File: src/rtl/invaders_pkg.sv
// ============================================================================
// invaders_pkg : screen constants, shot-state encoding and colour type shared
//                by the invaders game blocks.            Rev 1.0
// ============================================================================
`default_nettype none

package invaders_pkg;

  localparam int unsigned SCREEN_W = 640;
  localparam int unsigned SCREEN_H = 480;

  typedef logic [11:0] rgb444_t;

  typedef enum logic [3:0] {
    SHOT_IDLE = 4'b0001,
    SHOT_COOL = 4'b0010,
    SHOT_FLY  = 4'b0100,
    SHOT_HIT  = 4'b1000
  } shot_state_t;

  // Clamp an 11-bit intermediate to the 10-bit screen coordinate range.
  function automatic logic [9:0] sat10(input logic [10:0] v);
    return v[10] ? 10'h3FF : v[9:0];
  endfunction

endpackage

`default_nettype wire

File: src/rtl/counter.sv
// ============================================================================
// counter : general counter with sync clear, load, wrapping up-count and
//           floor-at-zero down-count.                    Rev 1.0
// ============================================================================
`default_nettype none

module counter #(
  parameter int WIDTH_P = 8
) (
  input  logic               clk_i,
  input  logic               reset_n_i,
  input  logic               clr_i,
  input  logic               load_i,
  input  logic [WIDTH_P-1:0] load_val_i,
  input  logic               up_i,
  input  logic               down_i,
  input  logic [WIDTH_P-1:0] wrap_i,
  output logic [WIDTH_P-1:0] count_o
);

  logic [WIDTH_P-1:0] count_q, count_d;

  always_comb begin
    count_d = count_q;
    if (clr_i) begin
      count_d = '0;
    end else if (load_i) begin
      count_d = load_val_i;
    end else if (up_i) begin
      count_d = (count_q == wrap_i) ? '0 : count_q + WIDTH_P'(1);
    end else if (down_i) begin
      count_d = (count_q == '0) ? '0 : count_q - WIDTH_P'(1);
    end
  end

  always_ff @(posedge clk_i or negedge reset_n_i) begin
    if (!reset_n_i) count_q <= '0;
    else            count_q <= count_d;
  end

  assign count_o = count_q;

endmodule

`default_nettype wire

File: src/rtl/lfsr10.sv
// ============================================================================
// lfsr10 : 10-bit Fibonacci LFSR (taps 10,7) with advance enable; exposes
//          the low OUT_W_P bits.                         Rev 1.0
// ============================================================================
`default_nettype none

module lfsr10 #(
  parameter logic [9:0] SEED_P  = 10'h2A5,
  parameter int         OUT_W_P = 10
) (
  input  logic               clk_i,
  input  logic               reset_n_i,
  input  logic               en_i,
  output logic [OUT_W_P-1:0] value_o
);

  logic [9:0] lfsr_q, lfsr_d;

  always_comb begin
    lfsr_d = lfsr_q;
    if (en_i) lfsr_d = {lfsr_q[8:0], lfsr_q[9] ^ lfsr_q[6]};
  end

  always_ff @(posedge clk_i or negedge reset_n_i) begin
    if (!reset_n_i) lfsr_q <= SEED_P;
    else            lfsr_q <= lfsr_d;
  end

  assign value_o = lfsr_q[OUT_W_P-1:0];

endmodule

`default_nettype wire

File: src/rtl/enemy_shot.sv
// ============================================================================
// enemy_shot : owns the single enemy bullet - cooldown, random launch under
//              the fleet, descent and player hit detection.   Rev 1.0
// ============================================================================
`default_nettype none

module enemy_shot
  import invaders_pkg::*;
#(
  parameter rgb444_t     color_p    = 12'b1111_1111_0000,
  parameter int unsigned tick_div_p = 250000,
  parameter int unsigned step_p     = 4,
  parameter int unsigned gap_p      = 30,
  parameter int unsigned player_y_p = 440,
  parameter int unsigned screen_h_p = SCREEN_H,
  parameter int unsigned bullet_w_p = 2,
  parameter int unsigned bullet_h_p = 8,
  parameter logic [9:0]  seed_p     = 10'h2A5
) (
  input  logic        clk_i,
  input  logic        reset_n_i,
  input  logic        enable_i,
  input  logic        freeze_i,
  input  logic [9:0]  fleet_left_i,
  input  logic [9:0]  fleet_right_i,
  input  logic [9:0]  fleet_bottom_i,
  input  logic [9:0]  player_left_i,
  input  logic [9:0]  player_right_i,
  output logic        hit_o,
  output logic        active_o,
  output logic [9:0]  bullet_x_o,
  output logic [9:0]  bullet_y_o,
  output logic [11:0] color_o,
  output logic [3:0]  state_o
);

  localparam int TICK_W = (tick_div_p > 1) ? $clog2(tick_div_p) : 1;
  localparam int GAP_W  = (gap_p > 0) ? $clog2(gap_p + 1) : 1;
  localparam logic [TICK_W-1:0] TICK_WRAP = TICK_W'(tick_div_p - 1);

  shot_state_t state_q, state_d;
  logic [9:0]  x_q, x_d, y_q, y_d;
  logic [TICK_W-1:0] tick_cnt;
  logic [GAP_W-1:0]  cool_cnt;
  logic [7:0]  rnd;
  logic        tick, cool_load, cool_done, hit_cond, miss_cond;
  logic [10:0] x_sum;
  logic [9:0]  launch_x, launch_y, y_step;

  // The divider only runs once the game is live so launch latency is
  // measured from COOL entry.
  assign tick = enable_i && !freeze_i && (state_q != SHOT_IDLE) && (tick_cnt == TICK_WRAP);

  counter #(.WIDTH_P(TICK_W)) u_tick_cnt (
    .clk_i      (clk_i),
    .reset_n_i  (reset_n_i),
    .clr_i      (!enable_i || (state_q == SHOT_IDLE)),
    .load_i     (1'b0),
    .load_val_i ('0),
    .up_i       (!freeze_i),
    .down_i     (1'b0),
    .wrap_i     (TICK_WRAP),
    .count_o    (tick_cnt)
  );

  counter #(.WIDTH_P(GAP_W)) u_cool_cnt (
    .clk_i      (clk_i),
    .reset_n_i  (reset_n_i),
    .clr_i      (!enable_i),
    .load_i     (cool_load),
    .load_val_i (GAP_W'(gap_p)),
    .up_i       (1'b0),
    .down_i     (tick && (state_q == SHOT_COOL)),
    .wrap_i     ('0),
    .count_o    (cool_cnt)
  );

  lfsr10 #(.SEED_P(seed_p), .OUT_W_P(8)) u_lfsr (
    .clk_i     (clk_i),
    .reset_n_i (reset_n_i),
    .en_i      (!freeze_i),
    .value_o   (rnd)
  );

  // Launch happens on the tick that takes the cooldown to zero.
  assign cool_done = (cool_cnt == GAP_W'(0)) || (cool_cnt == GAP_W'(1));

  assign x_sum    = {1'b0, fleet_left_i} + {3'b000, rnd};
  assign launch_x = (x_sum > {1'b0, fleet_right_i}) ? fleet_right_i : x_sum[9:0];
  assign launch_y = sat10({1'b0, fleet_bottom_i} + 11'd1);
  assign y_step   = sat10({1'b0, y_q} + 11'(step_p));

  assign hit_cond  = (({1'b0, y_q} + 11'(bullet_h_p)) > 11'(player_y_p))
                  && (x_q <= player_right_i)
                  && (({1'b0, x_q} + 11'(bullet_w_p) - 11'd1) >= {1'b0, player_left_i});
  assign miss_cond = ({1'b0, y_q} >= 11'(screen_h_p));

  always_comb begin
    state_d   = state_q;
    x_d       = x_q;
    y_d       = y_q;
    cool_load = 1'b0;
    if (!enable_i) begin
      state_d = SHOT_IDLE;
      x_d     = '0;
      y_d     = '0;
    end else begin
      case (state_q)
        SHOT_IDLE: begin
          state_d   = SHOT_COOL;
          cool_load = 1'b1;
        end
        SHOT_COOL: begin
          if (tick && cool_done) begin
            state_d = SHOT_FLY;
            x_d     = launch_x;
            y_d     = launch_y;
          end
        end
        SHOT_FLY: begin
          if (!freeze_i) begin
            if (hit_cond) begin
              state_d = SHOT_HIT;
            end else if (miss_cond) begin
              state_d   = SHOT_COOL;
              cool_load = 1'b1;
            end else if (tick) begin
              y_d = y_step;
            end
          end
        end
        SHOT_HIT: begin
          state_d   = SHOT_COOL;
          cool_load = 1'b1;
        end
        default: state_d = SHOT_IDLE;
      endcase
    end
  end

  always_ff @(posedge clk_i or negedge reset_n_i) begin
    if (!reset_n_i) begin
      state_q <= SHOT_IDLE;
      x_q     <= '0;
      y_q     <= '0;
    end else begin
      state_q <= state_d;
      x_q     <= x_d;
      y_q     <= y_d;
    end
  end

  assign hit_o      = (state_q == SHOT_HIT);
  assign active_o   = (state_q == SHOT_FLY) || (state_q == SHOT_HIT);
  assign bullet_x_o = x_q;
  assign bullet_y_o = y_q;
  assign color_o    = color_p;
  assign state_o    = state_q;

endmodule

`default_nettype wire

File: config.mk
export PLATFORM = sky130hd
export DESIGN_NAME = enemy_shot
export DESIGN_NICKNAME = d
export VERILOG_FILES = /design/src/rtl/invaders_pkg.sv /design/src/rtl/counter.sv /design/src/rtl/lfsr10.sv /design/src/rtl/enemy_shot.sv
export SDC_FILE = /design/constraint.sdc
export NUM_CORES = 1
export LEC_CHECK = 0
export CORE_MARGIN = 2
export CORE_UTILIZATION = 54
export CTS_CLUSTER_DIAMETER = 200
export DETAILED_ROUTE_END_ITERATION = 12
export PLACE_DENSITY = 0.9
export SLEW_MARGIN = 30
export SYNTH_ARGS = -nofsm -noshare
export SYNTH_HDL_FRONTEND = slang
export SYNTH_SLANG_ARGS = --single-unit
File: constraint.sdc
create_clock -name clk_i -period 3.9 [get_ports clk_i]
set_input_delay 1.17 -clock clk_i [delete_from_list [all_inputs] [get_ports clk_i]]
set_output_delay 1.17 -clock clk_i [all_outputs]
set_load 0.05 [all_outputs]
==> qor.csv, run 1 <==
metric,value,unit
tritoncts,built,
placedCellCount,794,
top_level_ports,92,
p_per_area,440,nW/um^2
fin_area,6490,um^2
worstSetupStartpointType,input pin,
final_core_util,0.737,
async_flop_share,1.00,
fin_skew,0.00735,ns
dp_hpwl,10.2,mm
placed_cell_area,6090,um^2
numCtsBuffers,9,
drtIter0Drc,270,
synth.area.top_cells,"dfrtp_1, ha_1, nand2_1, o21ai_0, dfstp_2",
synth_area,4950,um^2
h-tree-depth,3,
cap_viol_max_count,0,
synth_cell_type_count,68,
hold_path.class,register to register,
cts.root.buffer_cell,clkbuf_8,
drive_gt1_frac,0.162,
hold_depth,1,
grt_use_total,0.277,
die-height,99.8,um
drc,0,
cts_sinks,57,
totalPowerFinal,2.85,mW
status,finished clean,
leakagePower,2.90,nW
rows,34,
wl_per_cell,17.4,um
crit_type,input pin to register,
ant_nets,0,
relSlewSlack,0.400,
grt_max_degree,36,
grt_pass1_wl,22.7,mm
netlist_instances,584,
fin_nets,807,
syn2layout_area_growth,30.9,%
worstPathArrival,4.04,ns
yosys.area.top_type,dfrtp_1,
clk_latency,0.34,ns
drt_wl_total,14.2,mm
overflow,0,
cts_hold_buf,0,
port_buffers,79,
yosysSeqAreaShare,0.289,
core-area,8810,um^2
reg2reg_depth,9,
min_period,3.80,ns
period_share,0.974,
drtPass1Iterations,4,
final_cells,817,
synth_enable_flop_cells,0,
synth-seq-cells,57,
end_kind,register,
final_hold_viol_count,0,
yosys_warnings,0,
die_w,99.8,um
finalSetupViolCount,0,
n_antenna_cell,0,
crit_fanout,5,
slew_violations,0,
clk_path_buf_depth,2,
antenna_found_initial,0,
fmax,0.263,GHz
tightest_slew,0.897,ns
die_area,9960,um^2
clkSlewWorstSetupHoldPaths,0.07,ns
gp_congestion,0.917,
ys.flop_type,dfrtp_1,
ir_drop,363,uV
yosysTopAreaCellShare,0.258,
num_vias,5147,
critPathRequiredTime,4.14,ns
rsz0062_at_grt,yes,
avgSynthCellArea,8.48,um^2
avgViaCountPerCell,6.30,
start_util,0.563,
grt_pass1_vias,4984,
==> flip-flops by register name, indices dropped and copies added (netlist names) <==
signal              flops
bullet_y_o             10
u_cool_cnt.count_o      5
state_o                 4
u_tick_cnt.count_o     18
bullet_x_o             10
u_lfsr.lfsr_q          10
==> layer usage <==
metal,up-vias,share of wire,GRT usage
met5,-,0,0
met3,54,0.065,0.0292
met1,2467,0.39,0.339
li1,2380,-,-
met2,246,0.50,0.496
met4,0,0.035,0.121
==> worst paths after layout <==
kind	startpoint	to	slack, ns
min reg2reg	u_lfsr.lfsr_q[8]$_DFFE_PN0N_	u_lfsr.lfsr_q[9]$_DFFE_PN1N_	0.51
min	u_lfsr.lfsr_q[8]$_DFFE_PN0N_	u_lfsr.lfsr_q[9]$_DFFE_PN1N_	0.51
min in group asynchronous	reset_n_i	u_tick_cnt.count_o[8]$_DFFE_PN0P_	0.79
max in group asynchronous	reset_n_i	state_o[0]$_DFFE_PN1P_	2.25
max	fleet_left_i[0]	bullet_x_o[9]$_DFFE_PN0P_	0.10
max reg2reg	bullet_x_o[2]$_DFFE_PN0P_	bullet_y_o[3]$_DFFE_PN0P_	0.62
==> critical path, stage by stage <==
cell and delay (ns):
buf_8 0.10, ha_4 0.15, fa_2 0.37, a21oi_4 0.21, o211ai_1 0.13, nor2_1 0.13, xnor2_1 0.15, ha_1 0.29
a211o_1 0.33, nor2_1 0.13, a211oi_2 0.08, o31ai_2 0.29, buf_4 0.20, a21oi_2 0.06, o31ai_1 0.26
==> report_power, final <==
| part | switching [mW] | internal, mW | total [mW] |
|---|---|---|---|
| Sequential | 0.0892 | 0.676 | 0.765 |
| Combinational | 0.732 | 0.738 | 1.47 |
| Clock | 0.243 | 0.376 | 0.619 |
| Total | 1.06 | 1.79 | 2.85 |
==> stage by stage <==
stage	setup slack [ns]	hold WS [ns]	TNS [ns]
3_3_place_gp	-0.537	0.484	-5.07
4_1_cts	0.00468	0.519	0
2_1_floorplan	0.00330	0.472	0
6_report	0.102	0.510	0
3_5_place_dp	-0.647	0.503	-5.97
5_1_grt	-0.111	0.531	-0.292
==> cell families (layout without fill, tap and decap cells) <==
logic type / Yosys count / after routing / share of synthesized area
AO/OA/AOI/OAI: 147 / 147 / 0.209
multiplexers: 15 / 15 / 0.0338
other: 2 / 12 / 0.00152
flip-flops: 57 / 57 / 0.289
adder cells (fa/ha/maj): 49 / 49 / 0.125
AND/OR/NAND/NOR: 215 / 215 / 0.228
buffers and inverters: 71 / 186 / 0.0636
XOR/XNOR: 28 / 28 / 0.0495
==> synthesized netlist by cell type, drive strengths merged, types with 9 or more instances <==
| library cell | number |
|---|---|
| a21oi | 24 |
| buf | 16 |
| clkbuf | 13 |
| dfrtp | 51 |
| ha | 48 |
| inv | 42 |
| mux2 | 14 |
| nand2 | 66 |
| nand3 | 26 |
| nand4 | 19 |
| nor2 | 31 |
| nor2b | 9 |
| nor3 | 12 |
| o211ai | 9 |
| o21ai | 34 |
| o31ai | 11 |
| xnor2 | 18 |
| xor2 | 10 |
==> final cells by class <==
cell class	count	area (um^2)
multi-input combinational	466	3370
tap	108	135
clock buffer	11	141
inverter	42	158
clock inverter	5	78.8
timing repair buffer	128	1170
fill	594	2320
sequential	57	1430
==> timing repair <==
item / 4_1_cts / 5_1_grt
endpoints found under the setup margin: 10 / 10
pin swaps: 14 / 16
gates resized for setup: 10 / 25
cloned: 0 / 1
buffers inserted: 2 / 4
==> placed cells by master (no fill, tap or decap), types with 11 or more instances in the layout <==
cell and count:
ha_1 43, xnor2_1 18, conb_1 12, o21ai_0 31, nor3_1 11, clkdlybuf4s50_1 72, buf_4 48, nand4_1 19
nand3_1 25, dfrtp_1 51, a21oi_1 22, nand2_1 66, inv_1 42, nor2_1 28, mux2_2 14
No activity file was read; power rests on OpenSTA's default activity.
==> inputs of run 2 (changes only) <==
--- a/config.mk
+++ b/config.mk
@@ -5,6 +5,7 @@
 export SDC_FILE = /design/constraint.sdc
 export NUM_CORES = 1
 export LEC_CHECK = 0
+export CAP_MARGIN = 20
 export CORE_MARGIN = 2
 export CORE_UTILIZATION = 54
 export CTS_CLUSTER_DIAMETER = 200
==> results of run 2 <==
Same layout as run 1: the final DEF is identical, and so are final timing and power.
==> inputs of run 3 (changes only) <==
--- a/config.mk
+++ b/config.mk
@@ -10,7 +10,7 @@
 export CORE_UTILIZATION = 54
 export CTS_CLUSTER_DIAMETER = 200
 export DETAILED_ROUTE_END_ITERATION = 12
-export PLACE_DENSITY = 0.9
+export PLACE_DENSITY = 0.91
 export SLEW_MARGIN = 30
 export SYNTH_ARGS = -nofsm -noshare
 export SYNTH_HDL_FRONTEND = slang
==> constraint.sdc (replaced) <==
create_clock -name clk_i -period 4.2 [get_ports clk_i]
set_input_delay 1.26 -clock clk_i [delete_from_list [all_inputs] [get_ports clk_i]]
set_output_delay 1.26 -clock clk_i [all_outputs]
set_load 0.05 [all_outputs]
==> run 3 against run 2 <==
Effect of this change:
- global-route usage rose by 0.16 points
- sequential share of layout area up 0.24 points
- sequential cell count is the same
- die area unchanged
- clock skew increased by 0.0062 ns
- worst hold slack better by 0.0039 ns
- critical path depth is 1 lower
- register-to-register slack better by 0.19 ns
- critical path type unchanged
- largest cell class unchanged
- largest power group unchanged
- highest routed layer unchanged
==> qor.csv, run 3 (synthesized netlist as in run 1, its figures left out) <==
metric,value,unit
whs,0.514,ns
drive_gt1_frac,0.146,
layout_common_cells,"clkdlybuf4s50_1, nand2_1, dfrtp_1, ha_1, inv_1",
worstPathArrival,4.36,ns
clk_latency,0.35,ns
worstSetupStartpointType,input pin,
avgViaCountPerCell,6.27,
h-tree-depth,3,
die_area,9960,um^2
drc,0,
place_ws,-0.525,ns
dp_hpwl,9.96,mm
setup.worst_path.start,fleet_left_i[2],
worst_path_dominant_cell_family,compound AO/OA/AOI/OAI gates,
clkSlewWorstSetupHoldPaths,0.06,ns
path_depth,14,
top_level_ports,92,
leakagePower,2.83,nW
status,finished clean,
cts.root.buffer_cell,clkbuf_8,
drtPass1Iterations,5,
grt_use_total,0.279,
critPathRequiredTime,4.43,ns
ant_nets,0,
cts_sinks,57,
largest_reg_flops,18,
fin_ws,0.0709,ns
finalSetupViolCount,0,
crit_fanout,7,
period_share,0.983,
min_from,u_lfsr.lfsr_q[8]$_DFFE_PN0N_,
r2r-end,bullet_x_o[2]$_DFFE_PN0P_,
layout_commonest_cell,clkdlybuf4s50_1,
slew_violations,0,
ir_drop,341,uV
grt_pass1_wl,22.6,mm
numCtsBuffers,9,
grt_pass1_vias,4846,
crit_type,input pin to register,
tightest_slew,0.930,ns
clk_path_buf_depth,2,
syn2layout_area_growth,29.5,%
rr_startpoint,u_lfsr.lfsr_q[0]$_DFFE_PN1N_,
die_w,99.8,um
drt_wl_total,14.2,mm
r2r_slack,0.81,ns
num_vias,5026,
die-height,99.8,um
path_buf_inv,2,
rows,34,
start_util,0.563,
overflow,0,
drtIter0Drc,353,
cap_viol_max_count,0,
slowest_stage,clkdlybuf4s50_1,
fin_skew,0.0135,ns
hold_path.class,register to register,
wl_per_cell,17.7,um
min_period,4.13,ns
core-area,8810,um^2
worst_path_largest_cell_delay,0.42,ns
end_kind,register,
tritoncts,built,
relSlewSlack,0.376,
n_antenna_cell,0,
final_hold_viol_count,0,
setup.worst_path.end,bullet_x_o[2]$_DFFE_PN0P_,
p_per_area,417,nW/um^2
antenna_found_initial,0,
port_buffers,79,
fin_nets,792,
reg2reg_depth,14,
path_cells,clkdlybuf4s50_1 > ha_1 > a21oi_4 > o2111ai_2 > nand2_1 > xnor2_1 > ha_1 > nand2_1 > o21bai_1 > a211oi_2 > o31a_1 > nor2_1 > buf_4 > o311ai_4,
gp_congestion,0.944,
fmax,0.242,GHz
grt_max_degree,30,
-- run 3: cell count changes in the layout (fill, tap and decap cells not counted), moves of 2 or more --
| cell | before | now |
|---|---|---|
| ha_4 | 5 | 3 |
| o311ai_2 | 0 | 5 |
| ha_1 | 43 | 45 |
| dlymetal6s2s_1 | 5 | 2 |
| clkdlybuf4s50_1 | 72 | 76 |
| buf_4 | 48 | 33 |
| o311ai_1 | 5 | 0 |
-- run 3: cell type report --
type	count	area (um^2)
sequential	57	1430
inverter	42	158
timing repair buffer	113	1050
multi-input combinational	466	3400
clock buffer	11	141
tap	108	135
fill	600	2390
clock inverter	5	103
-- run 3: power breakdown --
part / internal, mW / switching, mW
registers: 0.628 / 0.0811
clock network: 0.409 / 0.230
logic: 0.644 / 0.683
total: 1.68 / 0.994
-- run 3: what timing repair did --
action                                  in CTS  in global routing
setup buffers                                3                  3
cloned                                       0                  1
pin swaps                                    3                 15
endpoints found under the setup margin      10                 10
gates resized for setup                      4                 26
hold buffers                                 0                  0
-- run 3: stage by stage --
| step | instance area [um^2] | util | std cells | setup TNS [ns] | power (mW) |
|---|---|---|---|---|---|
| after floorplan | 5000 | - | 594 | 0 | 1.38 |
| after global placement | 5970 | 0.678 | 779 | -3.52 | 1.74 |
| after detailed placement | 5970 | 0.678 | 779 | -4.47 | 1.80 |
| after CTS | 6250 | 0.709 | 798 | 0 | 2.50 |
| after global routing | 6420 | 0.729 | 802 | -0.772 | 2.81 |
| final | 6420 | 0.729 | 802 | 0 | 2.68 |
-- run 3: how the worst min path moves through the flow --
stage	endpoint	slack (ns)	cells past startpoint
floorplan	u_tick_cnt.count_o[12]$_DFFE_PN0P_	0.47	1
global placement	u_lfsr.lfsr_q[9]$_DFFE_PN1N_	0.49	1
detailed placement	u_lfsr.lfsr_q[8]$_DFFE_PN0N_	0.50	1
CTS	u_lfsr.lfsr_q[0]$_DFFE_PN1N_	0.52	2
global route	u_lfsr.lfsr_q[9]$_DFFE_PN1N_	0.53	1
finish	u_lfsr.lfsr_q[8]$_DFFE_PN0N_	0.51	1
-- run 3: routing by layer --
metal	up-vias	share of wire	track usage
met5	-	0	0
met4	0	0.045	0.107
met3	58	0.070	0.0606
met2	247	0.50	0.483
met1	2374	0.39	0.340
li1	2347	-	-
